===== src/rtl/mem_arbiter.sv =====
// Round-robin arbiter that serialises I-cache line fills and D-cache fills/write-backs
// onto a single main-memory port, with registered response pulses and a sticky timeout flag.
module mem_arbiter #(
    parameter int ADDR_W  = 26,
    parameter int LINE_W  = 128,
    parameter int TIMEOUT = 255
) (
    input  logic              clk,
    input  logic              reset,
    // I-cache side
    input  logic              reqI_mem,
    input  logic [ADDR_W-1:0] reqAddrI_mem,
    output logic [LINE_W-1:0] instr_from_mem,
    output logic              read_ready_I,
    // D-cache side
    input  logic              reqD_mem,
    input  logic              reqD_write,
    input  logic [ADDR_W-1:0] reqAddrD_mem,
    input  logic [LINE_W-1:0] dataD_to_mem,
    output logic [LINE_W-1:0] data_from_mem_D,
    output logic              read_ready_D,
    output logic              written_data_ack_D,
    // memory side
    output logic              mem_req,
    output logic              mem_write,
    output logic [ADDR_W-1:0] mem_addr,
    output logic [LINE_W-1:0] mem_wdata,
    input  logic [LINE_W-1:0] mem_rdata,
    input  logic              mem_ready,
    input  logic              mem_wack,
    output logic              mem_error
);

    typedef enum logic [1:0] {IDLE, BUSY_I, BUSY_D, RELEASE} state_t;

    localparam logic [7:0] TIMER_LAST = 8'(TIMEOUT - 1);

    state_t     state;
    logic       last_d;
    logic [7:0] timer;
    logic       grant_i;
    logic       resp_hit;

    // On a tie the requester that did not win last time is served.
    assign grant_i  = reqI_mem && (!reqD_mem || last_d);

    // Only the response kind matching the outstanding transaction completes it.
    assign resp_hit = ((state == BUSY_I) && mem_ready) ||
                      ((state == BUSY_D) && (mem_write ? mem_wack : mem_ready));

    always_ff @(posedge clk) begin
        if (reset) begin
            state              <= IDLE;
            last_d             <= 1'b1;
            timer              <= '0;
            mem_req            <= 1'b0;
            mem_write          <= 1'b0;
            mem_addr           <= '0;
            mem_wdata          <= '0;
            mem_error          <= 1'b0;
            instr_from_mem     <= '0;
            data_from_mem_D    <= '0;
            read_ready_I       <= 1'b0;
            read_ready_D       <= 1'b0;
            written_data_ack_D <= 1'b0;
        end else begin
            // NOTE: pulses default low each cycle; a later assignment in this block overrides it.
            read_ready_I       <= 1'b0;
            read_ready_D       <= 1'b0;
            written_data_ack_D <= 1'b0;

            case (state)
                IDLE: begin
                    timer <= '0;
                    if (grant_i) begin
                        mem_addr  <= reqAddrI_mem;
                        mem_write <= 1'b0;
                        mem_req   <= 1'b1;
                        last_d    <= 1'b0;
                        state     <= BUSY_I;
                    end else if (reqD_mem) begin
                        mem_addr  <= reqAddrD_mem;
                        mem_wdata <= dataD_to_mem;
                        mem_write <= reqD_write;
                        mem_req   <= 1'b1;
                        last_d    <= 1'b1;
                        state     <= BUSY_D;
                    end
                end

                BUSY_I, BUSY_D: begin
                    if (resp_hit) begin
                        mem_req <= 1'b0;
                        state   <= RELEASE;
                        if (state == BUSY_I) begin
                            instr_from_mem <= mem_rdata;
                            read_ready_I   <= 1'b1;
                        end else if (mem_write) begin
                            written_data_ack_D <= 1'b1;
                        end else begin
                            data_from_mem_D <= mem_rdata;
                            read_ready_D    <= 1'b1;
                        end
                    end else if (timer == TIMER_LAST) begin
                        // Abort silently; the stalled requester is left to the diagnostic flag.
                        mem_error <= 1'b1;
                        mem_req   <= 1'b0;
                        state     <= RELEASE;
                    end else begin
                        timer <= timer + 8'd1;
                    end
                end

                RELEASE: state <= IDLE;

                default: state <= IDLE;
            endcase
        end
    end

endmodule


===== config.mk =====
export PLATFORM = sky130hd
export DESIGN_NAME = mem_arbiter
export DESIGN_NICKNAME = d
export VERILOG_FILES = /design/src/rtl/mem_arbiter.sv
export SDC_FILE = /design/constraint.sdc
export NUM_CORES = 1
export LEC_CHECK = 0
export BUFFER_PORTS_ARGS = -buffer_cell sky130_fd_sc_hd__buf_4
export CAP_MARGIN = 20
export CORE_AREA = 10 10 280 282
export DETAILED_ROUTE_END_ITERATION = 12
export DIE_AREA = 0 0 290 292
export SLEW_MARGIN = 30
export SYNTH_ARGS = -nofsm -noshare
export SYNTH_HDL_FRONTEND = slang
export SYNTH_SLANG_ARGS = --single-unit

===== constraint.sdc =====
create_clock -name clk -period 2.35 [get_ports clk]
set_clock_uncertainty 0.15 [all_clocks]
set_input_delay 0.3525 -clock clk [delete_from_list [all_inputs] [get_ports clk]]
set_output_delay 0.3525 -clock clk [all_outputs]
set_load 0.1 [all_outputs]

* Word level (Yosys, flattened, before mapping) *
Index checks and enable logic that the tools add are counted.

word-level totals
  bits in registers = 427
  input port bits = 315
  output and inout port bits = 416
  logic and storage cells = 69

cells by class
  add/sub/neg operators = 1
  equality and inequality tests = 8
  muxes and demuxes = 22
  bitwise logic cells = 5
  reduce and logical (&&, ||, !) cells = 20

operators with widths
  cell                                           number
  2-to-1 mux 26 bit                              2
  2-to-1 mux 8 bit                               2
  case mux 8 bit (2 select lines)                1
  AND reduction 3 bit                            5
  2-to-1 mux 1 bit                               11
  adder 8 x 1 -> 8 bit, second input constant    1
  == test 8 bit, second input constant           1
  2-to-1 mux 2 bit                               4
  inequality test 3 bit, second input constant   2
  case mux 2 bit (3 select lines)                1
  NOT 1 bit                                      5
  == test 2 bit, second input constant           2
  inequality test 2 bit, second input constant   2
  AND reduction 2 bit                            2
  AND reduction 4 bit                            1
  nonzero test 2 bit                             2
  OR reduction 4 bit                             1
  logical AND 1 bit                              3
  OR reduction 3 bit                             1
  == test 2 x 1 -> 1 bit, second input constant  1
  logical NOT 2 bit                              1
  logical OR 1 bit                               2
  case mux 1 bit (2 select lines)                1
  OR reduction 2 bit                             1
  logical NOT 1 bit                              1

* Logic depth before layout (Yosys ltp) *
Gate-level depths: netlist of run 1.

  depth in word-level cells = 5
  mapped depth = 8
  gate-level depth less buffers = 6

* Worst setup path after synthesis of run 1 *
OpenSTA, ideal clock, no wires.

  path kind = flip-flop to flip-flop
  start = reg mem_write
  end = reg data_from_mem_D[10]
  setup time = 0.132 ns
  arrival time = 2.287 ns
  data required time = 2.068 ns
  path slack = -0.219 ns
  cell stages (with the launch flop) = 7
  path buffers = 2
  period minus slack after synthesis = 2.569 ns
  cell sequence = dfxtp_1 mux2i_1 or4_1 clkbuf_1 buf_2 nand2_1 a21oi_1

between the ends
  word-level cells in the longest chain between the ends = 4
  elaborated cells between the ends (all ways) = 5
  those cells by class = mux: 1; bitwise: 1; reduce/logical: 3

ends and longest elaborated chain
  element                            line  RTL
  start: declaration                 25    output logic mem_write,
  start signal: assignment           84    mem_write <= reqD_write;
  2-to-1 mux 1 bit                   49    ((state == BUSY_D) && (mem_write ? mem_wack : mem_ready));
  logical AND 1 bit                  49
  logical OR 1 bit                   48    assign resp_hit = ((state == BUSY_I) && mem_ready) ||
  AND reduction 4 bit (no line) (*)  --
  end signal: assignment             101   data_from_mem_D <= mem_rdata;
  end: declaration                   20    output logic [LINE_W-1:0] data_from_mem_D,

Every way passes the cells marked *; elsewhere a longest branch is shown, timed or not.
A chain may end at the register's enable or synchronous reset.

* Worst setup path in the final report of run 1 *
  start = reg state[1]
  end = reg data_from_mem_D[52]

between the ends
  word-level cells in the longest chain between the ends = 4
  elaborated cells between the ends (all ways) = 8
  those cells by class = eq/ne: 2; bitwise: 1; reduce/logical: 5

ends and longest elaborated chain
  element                                                  line    RTL
  start: declaration                                       38      state_t state;
  start signal: assignment                                 53      state <= IDLE;
  start signal: assignment                                 80      state <= BUSY_I;
  start signal: assignment                                 87      state <= BUSY_D;
  == test 2 x 1 -> 1 bit or == test 2 bit (tied branches)  --
  logical AND 1 bit (on tied branches)                     48, 49
  logical OR 1 bit                                         48
  AND reduction 4 bit (no line) (*)                        --

Marked as above.

==> results of run 1 <==
worst reg2reg max path, cell delays in order (launching register included):
cell	delay (ns)
dfxtp_1	0.36
inv_1	0.08
ha_1	0.31
nand2_1	0.13
or4_4	0.55
buf_12	0.23
nand2_1	0.18
a21oi_1	0.06
synthesized netlist by cell type (all sizes together), types with 2 or more instances:
cell type    n  share of area
or4          4         0.0019
a31o       128          0.070
a21o         2        0.00094
o21a         2        0.00094
or3          4         0.0016
a211oi       2        0.00094
a311oi      26          0.014
nor2        32         0.0075
o211ai       3         0.0014
ha           8         0.0063
clkbuf     112          0.026
o2111ai      2         0.0011
nand2      673           0.16
nor4         2        0.00079
dfxtp      427           0.54
a21oi      393           0.12
nand4        3         0.0012
nand3       30         0.0094
inv          7         0.0017
o21ai        9         0.0031
buf         61          0.019
nor2b        2        0.00079
sequential cells by signal (all words and copies together), names as in the netlist:
register and count:
data_from_mem_D 128, instr_from_mem 128, mem_wdata 128, mem_addr 26, timer 8, state 2
last_d 1, mem_error 1, mem_req 1, mem_write 1, read_ready_D 1, read_ready_I 1
written_data_ack_D 1
layout make-up:
cell class,count,area (µm²),area share
repair buffers,1120,9480,0.344
flip-flops and latches,427,8550,0.310
multi-input cells,1345,6660,0.242
clock buffers,67,1370,0.0498
well taps,959,1200,0.0435
clock inverters,21,251,0.00912
inverters,7,33.8,0.00123
diodes,6,15.0,0.000545
power groups by stage:
stage / Sequential, mW / Clock, mW / Combinational, mW
after floorplan: 13.1 / 0 / 2.07
after global placement: 8.46 / 0 / 9.64
after detailed placement: 8.47 / 0 / 9.67
after CTS: 8.32 / 8.03 / 10.1
after global routing: 8.40 / 8.30 / 10.5
final: 8.32 / 7.82 / 10.1
worst max path at each step:
stage                                endpoint  slack (ns)  cells past startpoint
after detailed placement  data_from_mem_D[58]        0.18                      8
after global placement    data_from_mem_D[58]        0.22                      8
final                     data_from_mem_D[52]        0.15                      7
after CTS                 data_from_mem_D[56]        0.15                      8
after global routing      data_from_mem_D[58]        0.02                      8
after floorplan                      timer[1]        0.13                      4
cells in the final DEF (no fill, tap or decap), types with 2 or more instances in the layout:
cell           count
a211oi_1           2
a21oi_1          392
a311oi_1          26
a31o_1             9
a31o_2           119
buf_12            23
buf_4            786
bufinv_16          5
clkbuf_1          10
clkbuf_16         49
clkbuf_8           8
clkinv_2           9
clkinvlp_4         4
dfxtp_1          426
diode_2            6
dlygate4sd3_1    310
ha_1               7
inv_1              6
inv_6              3
nand2_1          673
nand3_1           30
nand4_1            3
nor2_1            32
nor2b_1            2
o2111ai_1          2
o211ai_1           3
o21a_1             2
o21ai_0            8
or3_1              4
or4_1              3
stage by stage:
step                power, mW  cells  instance area (µm²)  hold WS (ns)
floorplan                15.2   1952                15900         0.315
global placement         18.1   3548                22800         0.292
detailed placement       18.1   3548                22800         0.297
CTS                      26.5   3946                27500       0.00101
global route             27.2   3949                27600        0.0424
finish                   26.3   3952                27600        0.0487
metal layers:
layer / vias to the layer above / share of wire / global-route usage
met5: - / 0 / 0
met4: 0 / 0.037 / 0.0636
met3: 124 / 0.080 / 0.0494
met2: 775 / 0.49 / 0.290
met1: 8342 / 0.39 / 0.193
li1: 8635 / - / -
logic make-up (layout without fill, tap and decap cells):
| group | Yosys count | after routing | share of synthesized area |
|---|---|---|---|
| mux | 2 | 2 | 0.00134 |
| fa+ha+maj | 8 | 8 | 0.00629 |
| other cells | 0 | 6 | 0 |
| simple gates | 758 | 758 | 0.185 |
| buf+inv | 180 | 1215 | 0.0476 |
| compound gates | 577 | 577 | 0.222 |
| flops | 427 | 427 | 0.537 |
==> results.py, run 1 <==
metrics = {
    "run_status": {
        "outcome": "completed",
    },
    "worst_setup_path": {
        "r2r-start": "state[1]",
        "cp_max_fo": 48,
        "required_ns": 2.63,
        "cp_common_cell": "nand2_1",
        "crit_buf_inv": 2,
        "worstSetupPathType": "reg2reg",
        "cp_top_family": "simple AND/OR/NAND/NOR gates",
        "cp_slowest_cell": "or4_4",
        "critPathLaunchType": "flop",
        "critPathMaxStageDelay_ns": 0.55,
        "worstSetupStartpoint": "state[1]",
        "rr_worst_depth": 7,
        "crit_arrival_ns": 2.49,
        "r2r_slack_ns": 0.15,
        "cp-end-kind": "flop",
        "timing.rr.end": "data_from_mem_D[52]",
        "path_cells": "inv_1, ha_1, nand2_1, or4_4, buf_12, nand2_1, a21oi_1",
    },
    "timing": {
        "fmax_mhz": 454,
        "timing.final.crit_share": 0.937,
        "min_period_ns": 2.20,
        "rsz0062_at_grt": "no",
        "layout_setup_ws_ns": 0.149,
        "fin_setup_tns_ns": 0,
        "hold_violations": 0,
        "slew_headroom": 0.579,
        "report.final.slew_viol_count": 0,
        "setup_violations": 0,
        "worst_pin_slew_ns": 0.632,
    },
    "floorplan": {
        "rows": 99,
        "die-area_um2": 84700,
        "start_util": 0.219,
        "pin_count": 731,
        "die_w_um": 290,
        "core-area_um2": 72600,
        "die_h_um": 292,
    },
    "routing": {
        "wl_um": 75600,
        "drt-pass1-iter-count": 5,
        "wl_per_cell_um": 19.1,
        "via_per_inst": 4.52,
        "drt-initial-drc-count": 1142,
        "route.detailed.drc": 0,
        "vias": 17876,
        "antenna_left": 0,
    },
    "clock_tree": {
        "cts_tree": "done",
        "hold_buffers": 310,
        "clk_pin_slew_ns": 0.07,
        "cts_sinks": 427,
        "cts_resized": 0,
        "clk_latency_ns": 0.57,
        "clockRootBuffer": "clkbuf_16",
        "h-tree-depth": 2,
        "clock_path_buffers": 3,
        "cts_made_buffers": 48,
        "cts_setup_buffers": 0,
    },
    "synthesis": {
        "synth_edf_count": 0,
        "syn_avg_cell_area_um2": 8.15,
        "syn_nets": 2275,
        "synthCells": 1952,
        "synth_area_um2": 15900,
        "synth_top_flop_cell": "dfxtp_1",
        "ys_warn_count": 0,
        "async_reset_ff_frac": 0,
        "yosysSeqAreaShare": 0.537,
        "synth_seq_cells": 427,
        "synth_cell_types": 46,
    },
    "global_route": {
        "grt_max_degree": 112,
        "gr-usage-all-layers": 0.168,
        "grt_first_pass_wirelength_um": 113000,
        "antenna_found_initial": 7,
        "grt_pass1_vias": 17894,
        "overflow": 0,
    },
    "power_and_ir_drop": {
        "switching_share": 0.423,
        "p_sw_mw": 11.1,
        "leakage_nw": 11.7,
        "ir_drop_mv": 0.761,
        "powerDensity_nw_per_um2": 952,
        "p_seq_frac": 0.317,
        "internal_power_mw": 15.1,
        "p_comb_frac": 0.385,
        "p_clk_frac": 0.298,
    },
    "hold_path": {
        "worstHoldEndpoint": "state[1]",
        "whs_path_depth": 4,
        "hold_class": "in2reg",
        "min_from": "reqD_mem",
    },
    "place": {
        "place_ws_ns": 0.178,
        "io_buffers": 730,
        "routabilityCongestion": 0.842,
        "dp_hpwl_um": 55400,
    },
    "flow_run": {
        "cap_violations": 0,
    },
    "cells_and_area": {
        "final.fill_count": 7243,
        "layout-drive-gt1-share": 0.341,
        "final_nets": 3272,
        "areaGrowthSynthToFinish_pct": 73.2,
        "post-route-util": 0.380,
    },
}
Note: power is estimated with default switching activity, not from simulation.
==> inputs of run 2 (changes only) <==
- ABC_AREA: default -> 1
- CORE_AREA: 10 10 280 282 -> 10 10 278 280
- DIE_AREA: 0 0 290 292 -> 0 0 288 290
==> run 2 against run 1 <==
  * Global-route usage shrank 0.30 points
  * Power up 19%
  * Sequential share of layout area up 0.45 points
  * Synthesized cell count rose by 1.9%
  * Critical path depth up 2
  * Non-clock buffer count down 8
  * Sequential cell count unchanged
==> results.py, run 2 <==
metrics = {
    "place": {
        "io_buffers": 730,
        "place_inst": 3576,
        "dp_hpwl_um": 52800,
        "routabilityCongestion": 0.857,
    },
    "synthesis": {
        "synth_seq_cells": 427,
        "syn_avg_cell_area_um2": 7.90,
        "synthCells": 1989,
        "yosysTopAreaCellShare": 0.544,
        "synth_top_flop_cell": "dfxtp_1",
        "synth_cell_types": 24,
        "syn_nets": 2312,
        "synth_area_um2": 15700,
        "synth_edf_count": 0,
        "synthTopCellsByCount": "dfxtp_1 (427), nand2_1 (350), nand3_1 (299)",
        "async_reset_ff_frac": 0,
        "synth_area_leader_cell": "dfxtp_1",
        "yosys-top-cells-area": "dfxtp_1 (54%), nand3_1 (9.5%), a21oi_1 (8.4%)",
        "yosysSeqAreaShare": 0.544,
        "synth_most_common_cell": "dfxtp_1",
        "ys_warn_count": 0,
    },
    "floorplan": {
        "core-area_um2": 71400,
        "start_util": 0.220,
        "die-area_um2": 83500,
        "rows": 98,
        "die_w_um": 288,
        "die_h_um": 290,
        "pin_count": 731,
    },
    "cells_and_area": {
        "final_nets": 3305,
        "reg.largest.list": "data_from_mem_D: 128 flops, instr_from_mem: 128 flops, mem_wdata: 128 flops",
        "areaGrowthSynthToFinish_pct": 73.0,
        "layout_commonest_cell": "buf_4",
        "final.fill_count": 7226,
        "multi_input_area_um2": 6340,
        "layout-drive-gt1-share": 0.295,
        "seq_area_um2": 8550,
        "final_cell_mix": "buf_4 (785), dfxtp_1 (426), nand2_1 (347)",
        "layoutNonFillerInstCount": 3974,
    },
    "routing": {
        "drt-pass1-iter-count": 5,
        "vias": 17622,
        "via_per_inst": 4.43,
        "wl_per_cell_um": 18.3,
        "route.detailed.drc": 0,
        "antenna_left": 0,
        "wl_um": 72900,
        "drt-initial-drc-count": 1038,
    },
    "clock_tree": {
        "cts_made_buffers": 49,
        "clockRootBuffer": "clkbuf_16",
        "clk_latency_ns": 0.57,
        "clock_path_buffers": 3,
        "cts_setup_buffers": 0,
        "cts_sinks": 427,
        "clk_pin_slew_ns": 0.06,
        "cts_tree": "done",
        "h-tree-depth": 2,
    },
    "power_and_ir_drop": {
        "ir_drop_mv": 1.02,
        "p_comb_frac": 0.467,
        "internal_power_mw": 16.4,
        "leakage_nw": 11.6,
        "switching_share": 0.477,
        "p_seq_frac": 0.284,
        "p_clk_frac": 0.249,
        "p_sw_mw": 14.9,
        "powerDensity_nw_per_um2": 1150,
    },
    "global_route": {
        "grt_pass1_vias": 17487,
        "grt_max_degree": 102,
        "grt_first_pass_wirelength_um": 109000,
        "antenna_found_initial": 8,
        "overflow": 0,
        "gr-usage-all-layers": 0.165,
    },
    "hold_path": {
        "worstHoldEndpoint": "mem_addr[3]",
        "min_from": "reqAddrI_mem[3]",
        "hold_class": "in2reg",
        "whs_path_depth": 4,
    },
    "timing": {
        "timing.final.crit_share": 0.923,
        "slew_headroom": 0.627,
        "hold_violations": 0,
        "fin_setup_tns_ns": 0,
        "rsz0062_at_grt": "no",
        "setup_violations": 0,
        "fmax_mhz": 461,
        "worst_pin_slew_ns": 0.559,
        "min_period_ns": 2.17,
        "report.final.slew_viol_count": 0,
    },
    "worst_setup_path": {
        "critPathLaunchType": "flop",
        "cp-end-kind": "flop",
        "cp_max_fo": 43,
        "rr_worst_depth": 9,
        "r2r_slack_ns": 0.18,
        "r2r-start": "state[1]",
        "worstSetupPathType": "reg2reg",
        "required_ns": 2.69,
        "timing.rr.end": "data_from_mem_D[70]",
        "crit_arrival_ns": 2.51,
    },
    "run_status": {
        "outcome": "completed",
    },
    "flow_run": {
        "cap_violations": 0,
    },
}
-- run 2: cell count changes in the layout (fill, tap and decap cells not counted), moves of 12 or more --
cell / before / now
nand3_1: 30 / 299
inv_1: 6 / 18
a21oi_1: 392 / 265
nand2_1: 673 / 347
o211a_1: 0 / 26
o21ai_0: 8 / 131
a31o_2: 119 / 0
a311oi_1: 26 / 0
nor2_1: 32 / 278
-- run 2: layout make-up --
class	instances	share of cell area
flip-flops and latches	427	0.315
clock buffers	72	0.0516
inverters	22	0.00322
repair buffers	1112	0.345
clock inverters	16	0.00778
multi-input cells	1370	0.234
diodes	5	0.000461
well taps	950	0.0438
-- run 2: kinds of logic (layout without fill, tap and decap cells) --
kind of cell             count (synthesis)  count (layout)  synth area share
AO/OA/AOI/OAI                          429             429             0.146
other                                    0               5                 0
adder cells (fa/ha/maj)                  8               8           0.00637
flip-flops                             427             427             0.544
buffers and inverters                  192            1222            0.0555
AND/OR/NAND/NOR                        933             933             0.247
-- run 2: stage by stage --
stage                     cell area, µm²   util  power (mW)  setup slack, ns  hold slack [ns]
after floorplan                    15700      -        19.3            0.234            0.305
after global placement             22500  0.315        23.2            0.184            0.298
after detailed placement           22500  0.315        23.2            0.165            0.301
after CTS                          27100  0.380        31.5            0.139          0.00543
after global routing               27200  0.381        32.6         0.000268           0.0271
final                              27200  0.381        31.3            0.181           0.0540
-- run 2: critical path, cell delays in order (launching register included) --
cell      delay [ns]
dfxtp_1         0.37
inv_1           0.12
ha_1            0.31
clkinv_1        0.11
a21oi_4         0.16
buf_12          0.14
buf_12          0.18
buf_16          0.23
nand3_1         0.10
a21oi_1         0.16
-- run 2: how the worst max path moves through the flow --
stage / startpoint / end / depth (start not counted)
floorplan: state[0] / instr_from_mem[49] / 10
global placement: state[1] / data_from_mem_D[116] / 9
detailed placement: state[1] / instr_from_mem[113] / 9
CTS: state[1] / instr_from_mem[113] / 9
global route: state[1] / instr_from_mem[42] / 9
finish: state[1] / data_from_mem_D[70] / 9
-- run 2: metal layers --
metal  share of wire  vias up  global-route usage  wire length [µm]
met1            0.39     8150               0.191             28300
met4           0.047        4              0.0781              3390
met5         0.00032        -                   0                23
met2            0.49      669               0.277             35400
li1                -     8618                   -                 -
met3           0.078      181              0.0449              5660
-- run 2: power by group through the flow --
| stage | clock network, mW | registers [mW] | logic [mW] |
|---|---|---|---|
| final | 7.79 | 8.90 | 14.6 |
| after global routing | 8.27 | 9.01 | 15.3 |
| after detailed placement | 0 | 9.03 | 14.2 |
| after global placement | 0 | 9.00 | 14.2 |
| after CTS | 7.99 | 8.88 | 14.6 |
| after floorplan | 0 | 16.2 | 3.13 |
-- run 2: repair_timing --
item                                    CTS  global route
resized for setup                         0             3
hold buffers                            305             0
endpoints found under the setup margin    0            18
endpoints found under the hold margin   409             0
